## src/rtl/pdetect_stream_match.sv

```systemverilog
// Stream pass-through with a 2-entry skid buffer and a masked pattern detector
// watching accepted input beats; counts matches with a saturating counter.
module pdetect_stream_match #(
  parameter int                           DATA_W  = 8,
  parameter int                           PAT_LEN = 4,
  parameter logic [DATA_W*PAT_LEN-1:0]    PATTERN = 32'h0A0B0C0D,
  parameter logic [DATA_W*PAT_LEN-1:0]    MASK    = '1,
  parameter bit                           OVERLAP = 1'b1,
  parameter int                           CNT_W   = 16
) (
  input  logic              i_clk,
  input  logic              i_rst_n,
  input  logic [DATA_W-1:0] i_m_data,
  input  logic              i_m_valid,
  output logic              o_m_ready,
  output logic [DATA_W-1:0] o_s_data,
  output logic              o_s_valid,
  input  logic              i_s_ready,
  input  logic              i_cnt_clr,
  output logic              o_detected,
  output logic [CNT_W-1:0]  o_match_cnt
);

  localparam int HIST_W = DATA_W * PAT_LEN;
  localparam int FILL_W = $clog2(PAT_LEN + 1);
  localparam logic [FILL_W-1:0] FILL_MAX = FILL_W'(PAT_LEN);

  // Handshake: a beat transfers on a rising edge only when valid && ready are
  // both high; valid never waits on ready, and ready is a flop so the
  // downstream ready never reaches the upstream ready combinationally.
  logic [DATA_W-1:0] buf0_q, buf0_d, buf1_q, buf1_d;
  logic [1:0]        count_q, count_d, count_after_pop;
  logic              ready_q, ready_d;
  logic              push, pop;

  logic [HIST_W-1:0] hist_q, hist_d, hist_shift;
  logic [FILL_W-1:0] fill_q, fill_d, fill_inc;
  logic              match;
  logic              detected_q, detected_d;
  logic [CNT_W-1:0]  cnt_q, cnt_d;

  always_comb begin
    push            = i_m_valid && ready_q;
    pop             = (count_q != 2'd0) && i_s_ready;
    buf0_d          = buf0_q;
    buf1_d          = buf1_q;
    count_after_pop = count_q - {1'b0, pop};
    if (pop) begin
      buf0_d = buf1_q;
    end
    // ready_q low whenever two entries are held, so push never meets a full buffer
    if (push) begin
      if (count_after_pop == 2'd0) begin
        buf0_d = i_m_data;
      end else begin
        buf1_d = i_m_data;
      end
    end
    count_d = count_after_pop + {1'b0, push};
    ready_d = (count_d != 2'd2);
  end

  always_comb begin
    hist_shift = {hist_q[HIST_W-DATA_W-1:0], i_m_data};
    fill_inc   = (fill_q == FILL_MAX) ? fill_q : fill_q + 1'b1;
    match      = push && (fill_inc == FILL_MAX) &&
                 (((hist_shift ^ PATTERN) & MASK) == '0);
    hist_d     = hist_q;
    fill_d     = fill_q;
    if (push) begin
      hist_d = hist_shift;
      fill_d = (match && (OVERLAP == 1'b0)) ? '0 : fill_inc;
    end
    detected_d = match;
    cnt_d      = cnt_q;
    if (i_cnt_clr) begin
      cnt_d = match ? CNT_W'(1) : '0;
    end else if (match && (cnt_q != '1)) begin
      cnt_d = cnt_q + 1'b1;
    end
  end

  always_ff @(posedge i_clk or negedge i_rst_n) begin
    if (!i_rst_n) begin
      buf0_q     <= '0;
      buf1_q     <= '0;
      count_q    <= 2'd0;
      ready_q    <= 1'b0;
      hist_q     <= '0;
      fill_q     <= '0;
      detected_q <= 1'b0;
      cnt_q      <= '0;
    end else begin
      buf0_q     <= buf0_d;
      buf1_q     <= buf1_d;
      count_q    <= count_d;
      ready_q    <= ready_d;
      hist_q     <= hist_d;
      fill_q     <= fill_d;
      detected_q <= detected_d;
      cnt_q      <= cnt_d;
    end
  end

  assign o_m_ready   = ready_q;
  assign o_s_data    = buf0_q;
  assign o_s_valid   = (count_q != 2'd0);
  assign o_detected  = detected_q;
  assign o_match_cnt = cnt_q;

endmodule

```

## config.mk

```make
export PLATFORM = sky130hd
export DESIGN_NAME = pdetect_stream_match
export DESIGN_NICKNAME = d
export VERILOG_FILES = /design/src/rtl/pdetect_stream_match.sv
export SDC_FILE = /design/constraint.sdc
export NUM_CORES = 1
export LEC_CHECK = 0
export BUFFER_PORTS_ARGS = -buffer_cell sky130_fd_sc_hd__buf_2
export CAP_MARGIN = 10
export CORE_UTILIZATION = 55
export CTS_CLUSTER_DIAMETER = 150
export CTS_CLUSTER_SIZE = 16
export DETAILED_ROUTE_END_ITERATION = 16
export PLACE_DENSITY_LB_ADDON = 0.05
export SETUP_SLACK_MARGIN = 0.02
export SYNTH_ARGS = -nofsm -noshare
export SYNTH_HDL_FRONTEND = slang
export SYNTH_SLANG_ARGS = --single-unit
```

## constraint.sdc

```tcl
create_clock -name i_clk -period 3.4 [get_ports i_clk]
set_input_delay 0.34 -clock i_clk [delete_from_list [all_inputs] [get_ports i_clk]]
set_output_delay 0.34 -clock i_clk [all_outputs]
set_load 0.01 [all_outputs]
```

Yosys cells after proc, flatten, opt, wreduce, memory -nomap -nowiden:

Cells that the tools add are included.

* divide/modulo/power cells: 0
* multiplexer cells: 7
* shift-type cells: 0
* add/sub/neg operators: 4
* reductions and logical operators: 10
* equality and inequality tests: 4
* $lt $le $gt $ge: 0
* multiply operators: 0
* bitwise operators: 2

Operators with widths (count)
* $logic_not 32->1: 1
* $mux 16: 2
* $mux 8: 3
* $add 16x1->16 const B: 1
* $ne 16x16->1 const B: 1
* $not 10->10: 1
* $eq 3x3->1 const B: 2
* $logic_and 1x1->1: 5
* $reduce_bool 2->1: 2
* $add 3x1->3 const B: 1
* $mux 3: 1
* $add 2x1->2: 1
* $logic_not 2->1: 1
* $ne 2x2->1 const B: 1
* $reduce_and 2->1: 1
* $sub 2x1->2: 1
* $mux 1: 1
* $not 1->1: 1

* bits in writable memories: 0
* register bits: 63
* ROM bits: 0
* logic and storage cells: 35
* memories: 0
* bits in latches: 0

Depth between registers and ports, before layout:

* depth in word-level cells: 8
* depth in mapped cells: 10
* gate-level depth less buffers: 8

Worst setup path after synthesis:

Ideal clock, no wire load.

* path type: flip-flop to flip-flop
* start: reg count_q[0]
* end: reg buf1_q[0]
* path buffers: 1
* setup slack: 900 ps
* arrival: 2375 ps
* library setup time: 125 ps
* clock period less this slack: 2500 ps
* cell stages (with the launch flop): 9
* data required time: 3275 ps
* cell sequence: dfrtp_1 or2_2 clkbuf_1 nand2_1 inv_1 ha_1 xnor2_1 a21oi_1 mux2_2

* word-level cells in the longest chain between the ends: 6

RTL lines
* from (decl): line 32 `logic [1:0] count_q, count_d, count_after_pop;`
* from (signal assigned): line 96 `count_q <= count_d;`
* $reduce_bool 2->1
* net o_s_valid: line 17 `output logic o_s_valid,`
* $logic_and 1x1->1: line 44 `pop = (count_q != 2'd0) && i_s_ready;`
* $sub 2x1->2: line 47 `count_after_pop = count_q - {1'b0, pop};`
* $logic_not 2->1: line 53 `if (count_after_pop == 2'd0) begin`
* $not 1->1 (no line)
* $reduce_and 2->1 (no line)
* to (signal assigned): line 95 `buf1_q <= buf1_d;`
* to (decl): line 31 `logic [DATA_W-1:0] buf0_q, buf0_d, buf1_q, buf1_d;`

The timed path passes the listed nets, and every way through them passes these cells.
A chain may end at the register's enable or synchronous reset.

Worst setup path after layout:

* start: reg fill_q[0]
* end: reg cnt_q[9], in the netlist o_match_cnt[9]

* word-level cells in the longest chain between the ends: 7

RTL lines
* from (decl): line 37 `logic [FILL_W-1:0] fill_q, fill_d, fill_inc;`
* from (signal assigned): line 99 `fill_q <= fill_d;`
* $add 3x1->3 / $eq 3x3->1 (equally long branches): line 65 `fill_inc = (fill_q == FILL_MAX) ? fill_q : fill_q + 1'b1;`
* $mux 3 *: line 65
* net fill_inc[1]: line 37
* $eq 3x3->1 *: line 66 `match = push && (fill_inc == FILL_MAX) &&`
* $logic_and 1x1->1 * (2 in a row): line 66
* $logic_and 1x1->1 *: line 78 `end else if (match && (cnt_q != '1)) begin`
* $reduce_bool 2->1 (no line) *
* to (signal assigned): line 101 `cnt_q <= cnt_d;`
* to (decl): line 40 `logic [CNT_W-1:0] cnt_q, cnt_d;`

The timed path passes the listed nets; every way through them passes the cells marked *.

==> summary.md <==
| Metric | Value |
|---|---|
| Status | `finished clean` |
| Actual slew at the worst max-slew pin | `0.837 ns` |
| Final HPWL DP | `4260 µm` |
| P&R area growth vs syn | `15.2%` |
| CTS Buf Count | `9` |
| Max FO, Critical Path | `24` |
| Num ports | `40` |
| Synth Area in XOR/XNOR | `0.866%` |
| Longest Clk Path Bufs | `2` |
| Post-synthesis compound-gate area fraction | `9.32%` |
| Chip width | `76.3 µm` |
| Tmin final | `2.67 ns` |
| Row Count | `26` |
| Setup TNS | `0 ns` |
| Number of synthesized flops with an enable pin | `0` |
| # H-tree levels | `3` |
| Fill cell count | `427` |
| Sequential area share after synthesis | `52.0%` |
| Core footprint | `5200 µm²` |
| GR Overflow Total | `0` |
| Hold Path Class | `input pin to async pin` |
| Final hold vios | `0` |
| CTS tree | `built` |
| Port Buffers | `39` |
| Yosys Warn Count | `0` |
| Worst-path clk slew | `0.07 ns` |
| Critical path type | `flop to flop` |
| MaxCap Viol Count | `0` |
| Critical Path RT | `3.62 ns` |
| Hold slack | `0.108 ns` |
| RD Place Congestion | `0.818` |
| LEAKAGE | `1.55 nW` |
| CP Capture Type | `flop` |
| Final setup skew | `0.00821 ns` |
| Switch Pwr | `0.000824 W` |
| # diodes | `0` |
| Fraction of layout cells with a size suffix above 1 | `32.3%` |
| Internal power | `0.00182 W` |
| CP startpoint kind | `flop` |
| Final slew viol count | `0` |
| Asr flop ratio synth | `100%` |
| Vias | `2196` |
| Synth Area in Simple Gates | `17.2%` |
| Worst-Skew Late Latency | `0.33 ns` |
| PD cells | `755 nW/µm²` |
| Crit-path cells | `inv_1 > ha_1 > or4b_1 > nor4_2 > nand4_2 > buf_4 > nor4_1 > mux2_2` |
| Worst path slowest cell | `or4b_1` |
| Post-synthesis adder-cell area fraction | `2.06%` |
| Detail Route Antenna Nets | `0` |
| Ys flop type | `dfrtp_1` |
| Setup repair bufs after CTS | `0` |
| Root Driver | `clkbuf_8` |
| Gate power share | `29.6%` |
| Worst Path Arrival | `2.89 ns` |
| #FFs+latches synth | `63` |
| Vias/cell | `5.78` |
| NumNets Final | `324` |
| Height of the die | `76.3 µm` |
| # setup viols final | `0` |
| Number of global-route vias before repair | `2175` |
| Die Area | `5820 µm²` |
| Hold buffer count at CTS | `0` |
| RSZ-0062 raised after global routing | `no` |
| Worst IR Drop VDD | `0.000467 V` |
| Wire per inst | `15.9 µm` |
| Net Count, Synth | `281` |
| Global-route wire length before repair | `10400 µm` |
| Design Power | `0.00264 W` |
| Cell depth of the worst flop-to-flop path | `8` |
| GRT Util Overall | `22.9%` |
| 1st-iter DRT viols | `73` |
| Largest net degree at the start of global routing | `38` |
| Clock sinks | `63` |
| Starting Density | `58.3%` |
| Synth cell types | `48` |
| Cells after synthesis | `263` |
| Slew HR | `44.2%` |
| Pre-antenna DRT Iters | `4` |
| Max incr delay on CP | `0.55 ns` |
| Initial antenna violation count | `0` |
| Mean post-synth cell area | `11.5 µm²` |
| # DRC | `0` |
| Sw Ratio | `31.2%` |
| Max Freq | `375 MHz` |
| Largest family of logic cells by synthesized area | `simple AND/OR/NAND/NOR gates` |
| Flop pwr share | `45.9%` |
| Final WL | `6020 µm` |
| Mux cell area share after synthesis | `16.0%` |
| Syn Std Cell Area | `3030 µm²` |
| # resized after CTS | `0` |
| Tcrit/Tclk final | `78.5%` |
| Clock share of power | `24.5%` |
==> state kept, by name (all words and copies together), names as in the netlist <==
register     cells
o_s_data         8
o_match_cnt     16
fill_q           3
hist_q          24
o_detected       1
count_q          2
buf1_q           8
o_m_ready        1
==> kinds of logic after synthesis <==
kind of cell | after synthesis
AOI/OAI and AO/OA | 44
DFF | 63
adders and majority gates | 5
and+or+nand+nor | 85
muxes | 44
xor gates and xnor gates | 3
buffers and inverters | 19
==> Yosys cell counts, types with 2 or more instances <==
cell type | number | area [µm²]
a21oi_1 | 19 | 95.1
clkbuf_1 | 9 | 33.8
dfrtp_1 | 63 | 1580
ha_1 | 5 | 62.6
inv_1 | 8 | 30.0
mux2_2 | 34 | 383
mux2i_1 | 9 | 90.1
nand2_1 | 14 | 52.6
nand2b_1 | 2 | 12.5
nand3_1 | 6 | 30.0
nand4_1 | 4 | 25.0
nand4b_1 | 3 | 26.3
nor2_1 | 16 | 60.1
nor2b_1 | 3 | 18.8
nor3_1 | 2 | 10.0
nor4_1 | 6 | 37.5
nor4_2 | 2 | 25.0
o2111ai_1 | 2 | 17.5
o21ai_0 | 6 | 30.0
o311ai_1 | 2 | 17.5
o31ai_1 | 4 | 30.0
o41ai_1 | 3 | 26.3
or2_2 | 4 | 25.0
or3_1 | 3 | 18.8
or4_1 | 6 | 45.0
or4b_1 | 4 | 40.0
xnor2_1 | 3 | 26.3
==> cell usage in the layout, fill, tap and decap left out, types with 2 or more instances in the layout <==
master | Yosys | final
nand4b_1 | 3 | 3
buf_4 | 0 | 4
mux2i_1 | 9 | 9
a21oi_1 | 19 | 19
nor3_1 | 2 | 2
nand4_1 | 4 | 4
clkbuf_8 | 0 | 11
o2111ai_1 | 2 | 2
buf_2 | 0 | 39
inv_1 | 8 | 8
or3_1 | 3 | 3
nor2b_1 | 3 | 3
or4b_1 | 4 | 4
o311ai_1 | 2 | 2
or4_1 | 6 | 6
nand2_1 | 14 | 14
nand2b_1 | 2 | 2
dfrtp_1 | 63 | 63
o41ai_1 | 3 | 3
ha_1 | 5 | 5
nor2_1 | 16 | 16
or2_2 | 4 | 4
nor4_1 | 6 | 6
nor4_2 | 2 | 2
o31ai_1 | 4 | 4
o21ai_0 | 6 | 6
xnor2_1 | 3 | 3
nand3_1 | 6 | 6
mux2_2 | 34 | 34
==> routing by layer <==
metal | wire, µm | track usage (%) | part of all wire, % | vias up
met2 | 2930 | 35.9 | 49 | 53
met5 | 0 | 0 | 0 | -
met4 | 64 | 9.81 | 1.1 | 0
met3 | 205 | 4.79 | 3.4 | 5
li1 | - | - | - | 1068
met1 | 2830 | 30.9 | 47 | 1070
==> final timing paths <==
| check | startpoint | slack [ns] | end |
|---|---|---|---|
| min in group i_clk | i_m_data[3] | 0.29 | buf1_q[3]$_DFFE_PN0P_ |
| min reg2reg | buf1_q[2]$_DFFE_PN0P_ | 0.52 | buf1_q[2]$_DFFE_PN0P_ |
| max | fill_q[0]$_DFFE_PN0N_ | 0.73 | o_match_cnt[9]$_DFFE_PN0P_ |
| max in group asynchronous | i_rst_n | 2.44 | o_s_data[4]$_DFF_PN0_ |
| max reg2reg | fill_q[0]$_DFFE_PN0N_ | 0.73 | o_match_cnt[9]$_DFFE_PN0P_ |
| min | i_rst_n | 0.11 | o_match_cnt[0]$_DFFE_PN0P_ |
==> worst max-delay path: cells and delay by family (launching register included) <==
family / cells / cell delay (ns)
fa+ha+maj: 1 / 0.32
buf+inv: 2 / 0.32
flops: 1 / 0.41
mux: 1 / 0.36
simple gates: 4 / 1.13
==> power by group through the flow <==
stage | Sequential (W) | Combinational (W) | Clock [W]
final | 0.00121 | 0.000781 | 0.000647
after global routing | 0.00125 | 0.000864 | 0.000697
after CTS | 0.00121 | 0.000788 | 0.000659
after detailed placement | 0.00123 | 0.000787 | 0
after global placement | 0.00122 | 0.000766 | 0
after floorplan | 0.00119 | 0.000577 | 0
==> through the flow <==
stage	util [%]	std cells	setup slack (ns)	instance area, µm²
final	67.2	380	0.730	3500
after global routing	67.2	380	0.581	3500
after CTS	67.2	380	0.735	3500
after detailed placement	63.4	365	0.747	3300
after global placement	63.4	365	0.840	3300
after floorplan	-	263	0.900	3030
==> layout make-up <==
type | count | area (µm²) | share of cell area, %
Clock buffer | 12 | 155 | 4.44
Clock inverter | 3 | 42.5 | 1.22
Timing Repair Buffer | 43 | 225 | 6.44
Tap cell | 70 | 87.6 | 2.51
Inverter | 8 | 30.0 | 0.859
Multi-Input combinational cell | 181 | 1380 | 39.4
Sequential cell | 63 | 1580 | 45.1
(Power assumes the default switching activity.)
